File: src/rtl/cpu_pkg.sv
// Shared CPU constants: register-file geometry and write-back queue sizing.
// Also defines the source-select encoding used by the write-back arbiter.
package cpu_pkg;

  localparam int CPU_DATA_W = 8;
  localparam int CPU_ADDR_W = 3;
  localparam int NUM_REGS   = 1 << CPU_ADDR_W;
  localparam int WB_DEPTH   = 4;

  typedef enum logic [1:0] {
    SRC_NONE = 2'd0,
    SRC_MEM  = 2'd1,
    SRC_ALU  = 2'd2
  } wb_src_e;

  // Width of an occupancy counter able to hold 0..depth inclusive.
  function automatic int wb_cnt_w(input int depth);
    return $clog2(depth) + 1;
  endfunction

endpackage

File: src/rtl/wb_fifo.sv
// Pending-write queue for the write-back stage. Besides push/pop it exposes every
// slot in age order (index 0 = oldest) so the parent can compute busy flags and forwarding.
module wb_fifo
  import cpu_pkg::*;
#(
  parameter int DATA_W = CPU_DATA_W,
  parameter int ADDR_W = CPU_ADDR_W,
  parameter int DEPTH  = WB_DEPTH
) (
  input  logic                      clk,
  input  logic                      reset,
  input  logic                      push,
  input  logic [ADDR_W-1:0]         push_reg,
  input  logic [DATA_W-1:0]         push_data,
  input  logic                      pop,
  output logic [ADDR_W-1:0]         head_reg,
  output logic [DATA_W-1:0]         head_data,
  output logic [$clog2(DEPTH):0]    count,
  output logic [DEPTH-1:0]          age_valid,
  output logic [ADDR_W-1:0]         age_reg  [DEPTH],
  output logic [DATA_W-1:0]         age_data [DEPTH]
);

  localparam int PTR_W = $clog2(DEPTH);
  localparam int CNT_W = wb_cnt_w(DEPTH);

  logic [ADDR_W-1:0] reg_mem  [DEPTH];
  logic [DATA_W-1:0] data_mem [DEPTH];
  logic [PTR_W-1:0]  wr_ptr;
  logic [PTR_W-1:0]  rd_ptr;
  logic [CNT_W-1:0]  count_q;
  logic              do_push;
  logic              do_pop;
  logic [PTR_W-1:0]  slot;

  assign do_pop  = pop && (count_q != '0);
  assign do_push = push && (count_q < CNT_W'(DEPTH));

  // DEPTH is a power of two, so pointer overflow is the modulo wrap.
  always_ff @(posedge clk or posedge reset) begin
    if (reset) begin
      wr_ptr  <= '0;
      rd_ptr  <= '0;
      count_q <= '0;
    end else begin
      if (do_push) wr_ptr <= wr_ptr + PTR_W'(1);
      if (do_pop)  rd_ptr <= rd_ptr + PTR_W'(1);
      count_q <= count_q + CNT_W'(do_push) - CNT_W'(do_pop);
    end
  end

  // Storage needs no reset: occupancy alone decides which slots are meaningful.
  always_ff @(posedge clk) begin
    if (do_push) begin
      reg_mem[wr_ptr]  <= push_reg;
      data_mem[wr_ptr] <= push_data;
    end
  end

  assign head_reg  = reg_mem[rd_ptr];
  assign head_data = data_mem[rd_ptr];
  assign count     = count_q;

  always_comb begin
    slot = '0;
    for (int a = 0; a < DEPTH; a++) begin
      slot         = rd_ptr + PTR_W'(a);
      age_valid[a] = CNT_W'(a) < count_q;
      age_reg[a]   = reg_mem[slot];
      age_data[a]  = data_mem[slot];
    end
  end

endmodule

File: src/rtl/regfile_writeback.sv
// Register-file write-back stage: arbitrates load and ALU results into a pending-write
// queue, drains one entry per cycle to the register file, and reports busy/forwarding.
module regfile_writeback
  import cpu_pkg::*;
#(
  parameter int DATA_W = CPU_DATA_W,
  parameter int ADDR_W = CPU_ADDR_W,
  parameter int DEPTH  = WB_DEPTH
) (
  input  logic                   clk,
  input  logic                   reset,
  input  logic                   alu_valid,
  output logic                   alu_ready,
  input  logic [ADDR_W-1:0]      alu_reg,
  input  logic [DATA_W-1:0]      alu_data,
  input  logic                   mem_valid,
  output logic                   mem_ready,
  input  logic [ADDR_W-1:0]      mem_reg,
  input  logic [DATA_W-1:0]      mem_data,
  output logic                   write_enable,
  output logic [ADDR_W-1:0]      write_reg,
  output logic [DATA_W-1:0]      write_data,
  output logic [(1<<ADDR_W)-1:0] busy,
  input  logic [ADDR_W-1:0]      fwd_reg,
  output logic                   fwd_hit,
  output logic [DATA_W-1:0]      fwd_data,
  output logic [$clog2(DEPTH):0] pending
);

  localparam int CNT_W = wb_cnt_w(DEPTH);
  localparam int NREG  = 1 << ADDR_W;

  // Handshake: a source transfers at a rising edge exactly when its valid and ready are
  // both high. Valid may be low while ready is high (no transfer). Ready depends only on
  // queue occupancy before the edge (and mem_valid for the ALU), never on a same-cycle pop.

  wb_src_e           src_sel;
  logic              push;
  logic              pop;
  logic              has_room;
  logic [ADDR_W-1:0] push_reg;
  logic [DATA_W-1:0] push_data;
  logic [ADDR_W-1:0] head_reg;
  logic [DATA_W-1:0] head_data;
  logic [CNT_W-1:0]  q_count;
  logic [DEPTH-1:0]  age_valid;
  logic [ADDR_W-1:0] age_reg  [DEPTH];
  logic [DATA_W-1:0] age_data [DEPTH];
  logic [NREG-1:0]   busy_w;
  logic              hit_w;
  logic [DATA_W-1:0] fwd_w;

  assign has_room  = !reset && (q_count < CNT_W'(DEPTH));
  assign mem_ready = has_room;
  assign alu_ready = has_room && !mem_valid;

  // Loads win over ALU results; at most one push per cycle.
  always_comb begin
    src_sel   = SRC_NONE;
    push_reg  = '0;
    push_data = '0;
    if (mem_valid && mem_ready) begin
      src_sel   = SRC_MEM;
      push_reg  = mem_reg;
      push_data = mem_data;
    end else if (alu_valid && alu_ready) begin
      src_sel   = SRC_ALU;
      push_reg  = alu_reg;
      push_data = alu_data;
    end
  end

  assign push = (src_sel != SRC_NONE);
  assign pop  = (q_count != '0);

  wb_fifo #(
    .DATA_W (DATA_W),
    .ADDR_W (ADDR_W),
    .DEPTH  (DEPTH)
  ) u_fifo (
    .clk       (clk),
    .reset     (reset),
    .push      (push),
    .push_reg  (push_reg),
    .push_data (push_data),
    .pop       (pop),
    .head_reg  (head_reg),
    .head_data (head_data),
    .count     (q_count),
    .age_valid (age_valid),
    .age_reg   (age_reg),
    .age_data  (age_data)
  );

  // Output stage: one write strobe per drained entry, idle cycles drop the strobe.
  always_ff @(posedge clk or posedge reset) begin
    if (reset) begin
      write_enable <= 1'b0;
      write_reg    <= '0;
      write_data   <= '0;
    end else begin
      write_enable <= pop;
      if (pop) begin
        write_reg  <= head_reg;
        write_data <= head_data;
      end
    end
  end

  assign pending = q_count + CNT_W'(write_enable);

  // Output stage is the oldest in-flight write, so queue entries (walked oldest to
  // youngest) overwrite it and the youngest match ends up winning.
  always_comb begin
    busy_w = '0;
    hit_w  = 1'b0;
    fwd_w  = '0;
    if (write_enable) begin
      busy_w[write_reg] = 1'b1;
      if (write_reg == fwd_reg) begin
        hit_w = 1'b1;
        fwd_w = write_data;
      end
    end
    for (int a = 0; a < DEPTH; a++) begin
      if (age_valid[a]) begin
        busy_w[age_reg[a]] = 1'b1;
        if (age_reg[a] == fwd_reg) begin
          hit_w = 1'b1;
          fwd_w = age_data[a];
        end
      end
    end
  end

  assign busy     = busy_w;
  assign fwd_hit  = hit_w;
  assign fwd_data = fwd_w;

endmodule

File: config.mk
export PLATFORM = sky130hd
export DESIGN_NAME = regfile_writeback
export DESIGN_NICKNAME = d
export VERILOG_FILES = /design/src/rtl/cpu_pkg.sv /design/src/rtl/wb_fifo.sv /design/src/rtl/regfile_writeback.sv
export SDC_FILE = /design/constraint.sdc
export NUM_CORES = 1
export LEC_CHECK = 0
export ABC_CLOCK_PERIOD_IN_PS = 2600
export BUFFER_PORTS_ARGS = -buffer_cell sky130_fd_sc_hd__buf_2
export CAP_MARGIN = 40
export CORE_MARGIN = 2
export CORE_UTILIZATION = 50
export CTS_BUF_LIST = sky130_fd_sc_hd__clkbuf_16
export CTS_CLUSTER_DIAMETER = 120
export DETAILED_ROUTE_END_ITERATION = 10
export GPL_TIMING_DRIVEN = 0
export PLACE_DENSITY = 0.68
export REMOVE_ABC_BUFFERS = 1
export SYNTH_ARGS = -nofsm -noshare
export SYNTH_HDL_FRONTEND = slang
export SYNTH_SLANG_ARGS = --single-unit
File: constraint.sdc
create_clock -name clk -period 2.6 [get_ports clk]
set_input_delay 0 -clock clk [delete_from_list [all_inputs] [get_ports clk]]
set_output_delay 0 -clock clk [all_outputs]
set_load 0.02 [all_outputs]
==> summary.txt <==
Detailed routing
  • Met2 Routed Length: 5.667 mm
  • Routed length on met3: just under 800 um
  • Antenna-violating nets left: 0
  • Via count: 3590
  • DR top layer: met4
  • DR iter-0 viols: between 200 and 250
  • Detailed Routing Iterations Pass 1: 5
  • Post-Route WL: 11.69 mm
  • DRT met1 WL: 5.064 mm
  • Drt drc: 0
  • WL/cell: 18.83 um
  • Vias per std cell: approximately 5.8

STA
  • Tightest Pin Transition: 0.7390 ns
  • FMAX: 367.1 MHz
  • Period utilization: 104.8%
  • Final setup margin: -0.1244 ns
  • # setup viols final: 10
  • Max-slew violation count: 0
  • Fin Hold WS: roughly 0.029 ns
  • Skew final: approximately 0.0066 ns
  • Slew HR: 50.46%
  • RSZ-0062 raised after global routing: yes
  • Minimum clock period: 2.724 ns
  • Final hold violations: 0

Synthesis
  • Syn avg cell area: 10.45 sq um
  • Ys Warns: 0
  • Post-synth top area share: between 20% and 30%
  • Count leader, synth: nand2_1
  • Yosys top cell by area: edfxtp_1
  • Synth top area cells: edfxtp_1, mux2i_1, dfrtp_1
  • Flops & latches, synth: between 60 and 70
  • Synthesized cell area: 4452 sq um
  • Post-synth EDFFs: 44
  • Syn Inst Count: 426
  • Async SR Flop Fraction: 30.16%
  • Synth unique cells: 54
  • Sequential fraction of the synthesis area: 40.36%
  • Synth Flop Type: edfxtp_1
  • Commonest cells post-synth: nand2_1, mux2i_1, edfxtp_1, nor2_1

Cells and area
  • Fillers: 683
  • Post-route cell area: ~5700 sq um
  • Largest registers: u_fifo.data_mem (32), u_fifo.reg_mem (12), write_data (8)
  • Most flops, register: u_fifo.data_mem
  • Layout cells sized above 1: between 30% and 40%
  • Final Non-Filler Cells: a little over 600
  • Final net count: 548
  • P&R area growth vs syn: 28.13%
  • Largest register FFs: 32
  • Register Area: 1805 sq um
  • Number of diodes: 0
  • Area of the multi-input gates: 2680 sq um

Setup path
  • Worst-path cell chain: buf_12, mux2_4, mux2i_4, xnor2_2, nor4_4, buf_6, mux2i_1, o221ai_2, buf_4
  • Setup slack, reg-to-reg: 0.17 ns
  • WS Path Type: register to output port
  • CP arrival: ~2.7 ns
  • Crit path max-delay cell type: dfrtp_4
  • Worst-path fanout max: 16
  • WP buf/inv: 3
  • Max incr delay on CP: 0.48 ns
  • CP Capture Type: output port
  • CP startpoint kind: register
  • Delay-heaviest family, CP: multiplexers
  • WP data required: 2.60 ns

Clock network
  • Root Buffer Master: clkbuf_16
  • Num CTS Buffers: 9
  • CTS clk-pin slew, worst paths: 0.05 ns
  • Clock buffer depth: 2
  • CTS tree: yes
  • CTS H-Tree Depth: 3
  • Clock latency on the worst-skew pair: approximately 0.33 ns
  • Clock sinks: 63

Placement
  • Cell area after placement: 4876 sq um
  • Number of I/O port buffers: 62
  • Placed Cells: 577
  • Placer Congestion: 0.8522
  • Hpwl dp: between 7 and 8 mm

Job
  • Max-Cap Viols: 0

Pwr
  • Power density cells: about 1500 nW/um^2
  • VDD IR-drop max: 0.6046 mV
  • Leak: 2.408 nW

Worst hold path
  • Tightest Hold Check Type: input port to register

Floorplan
  • Die area: 9675 sq um
  • Initial Utilization: 51.30%
  • Total I/O pin count: 63
  • Die Wd: 98.36 um
  • Area of the core: 8678 sq um
  • Die span in y: 98.36 um
  • Row cnt: 34

GRT
  • Gr usage total: 25.32%
  • First-pass GRT wire length: approximately 19 mm
  • Largest net degree at the start of global routing: 24
  • Number of global-route vias before repair: 3607
  • Grt ovf: 0
  • Initial antenna violation count: 0

Run status
  • Failing checks: negative setup slack
  • Status: complete, but fails checks
power by group:
group / internal (mW) / switching (mW)
logic: 2.46 / 3.13
registers: 1.36 / 0.225
clock network: 0.734 / 0.444
total: 4.56 / 3.80
layout make-up:
cell class,instances,area share [%]
Inverter,14,1.206
Clock buffer,9,3.948
Sequential cell,63,31.65
Multi-Input combinational cell,324,46.98
Tap cell,108,2.369
Timing Repair Buffer,96,12.72
Clock inverter,7,1.119
cells in the final DEF (no fill, tap or decap), types with 4 or more instances in the layout:
cell type  instances
nand2_1           55
buf_2             53
mux2i_1           46
edfxtp_1          44
nor2_1            36
buf_4             31
mux2_2            17
o21ai_0           17
dfrtp_1           16
inv_1             14
a22o_1            11
xnor2_1           10
nand2b_1          10
ha_1               9
clkbuf_16          9
mux2i_4            8
a21oi_1            8
and2_1             7
o221ai_1           7
or3_1              7
mux2_4             6
mux2i_2            6
nor3_1             6
o221ai_2           5
xor2_1             4
a211o_1            4
buf_6              4
buf_12             4
per-stage QoR:
step | power, mW | worst slack, ns | utilization, % | setup TNS [ns]
5_1_grt | 8.876 | -0.1985 | 65.73 | -1.708
4_1_cts | 8.042 | -0.07684 | 64.11 | -0.4033
2_1_floorplan | 4.855 | -1.254 | - | -14.76
6_report | 8.352 | -0.1244 | 65.73 | -0.9238
3_3_place_gp | 5.974 | -2.561 | 54.83 | -43.98
3_5_place_dp | 6.124 | -0.6069 | 56.19 | -5.242
worst reg2reg max path, cell delays in order, from the launching register on:
cell     delay (ns)
dfrtp_2        0.43
nor3_2         0.63
inv_1          0.18
ha_1           0.32
inv_1          0.04
ha_1           0.20
fa_1           0.37
xnor2_1        0.14
cells by family (layout without fill, tap and decap cells):
group	after synthesis	in the layout	synth area share [%]
multiplexers	85	85	21.95
adder cells (fa/ha/maj)	11	11	3.260
AO/OA/AOI/OAI	70	70	11.33
buffers and inverters	39	126	4.300
XOR/XNOR	20	20	4.104
AND/OR/NAND/NOR	138	138	14.70
flip-flops	63	63	40.36
timing repair:
action,CTS,global route
gates cloned,2,0
hold buffers,1,0
buffers inserted,22,3
pin swaps,9,8
endpoints found under the hold margin,19,0
gates resized for setup,32,23
endpoints found under the setup margin,18,14
final timing paths:
| kind | depth (start not counted) | endpoint | startpoint |
|---|---|---|---|
| worst max-delay path | 9 | fwd_data[7] | u_fifo.rd_ptr[1] |
| worst min-delay path | 2 | u_fifo.data_mem[2][2] | alu_data[2] |
| worst max register to register | 7 | u_fifo.count[2] | u_fifo.count[2] |
| worst min register to register | 2 | write_data[1] | write_data[1] |
| max in group asynchronous | 4 | u_fifo.rd_ptr[0] | reset |
| min in group asynchronous | 4 | u_fifo.wr_ptr[1] | reset |
layer usage:
| metal | up-vias | global-route usage (%) |
|---|---|---|
| met4 | 0 | 8.219 |
| met3 | 16 | 4.152 |
| met1 | 1723 | 34.39 |
| li1 | 1719 | - |
| met2 | 132 | 41.65 |
| met5 | - | 0 |
Note: power is estimated with default switching activity, not from simulation.
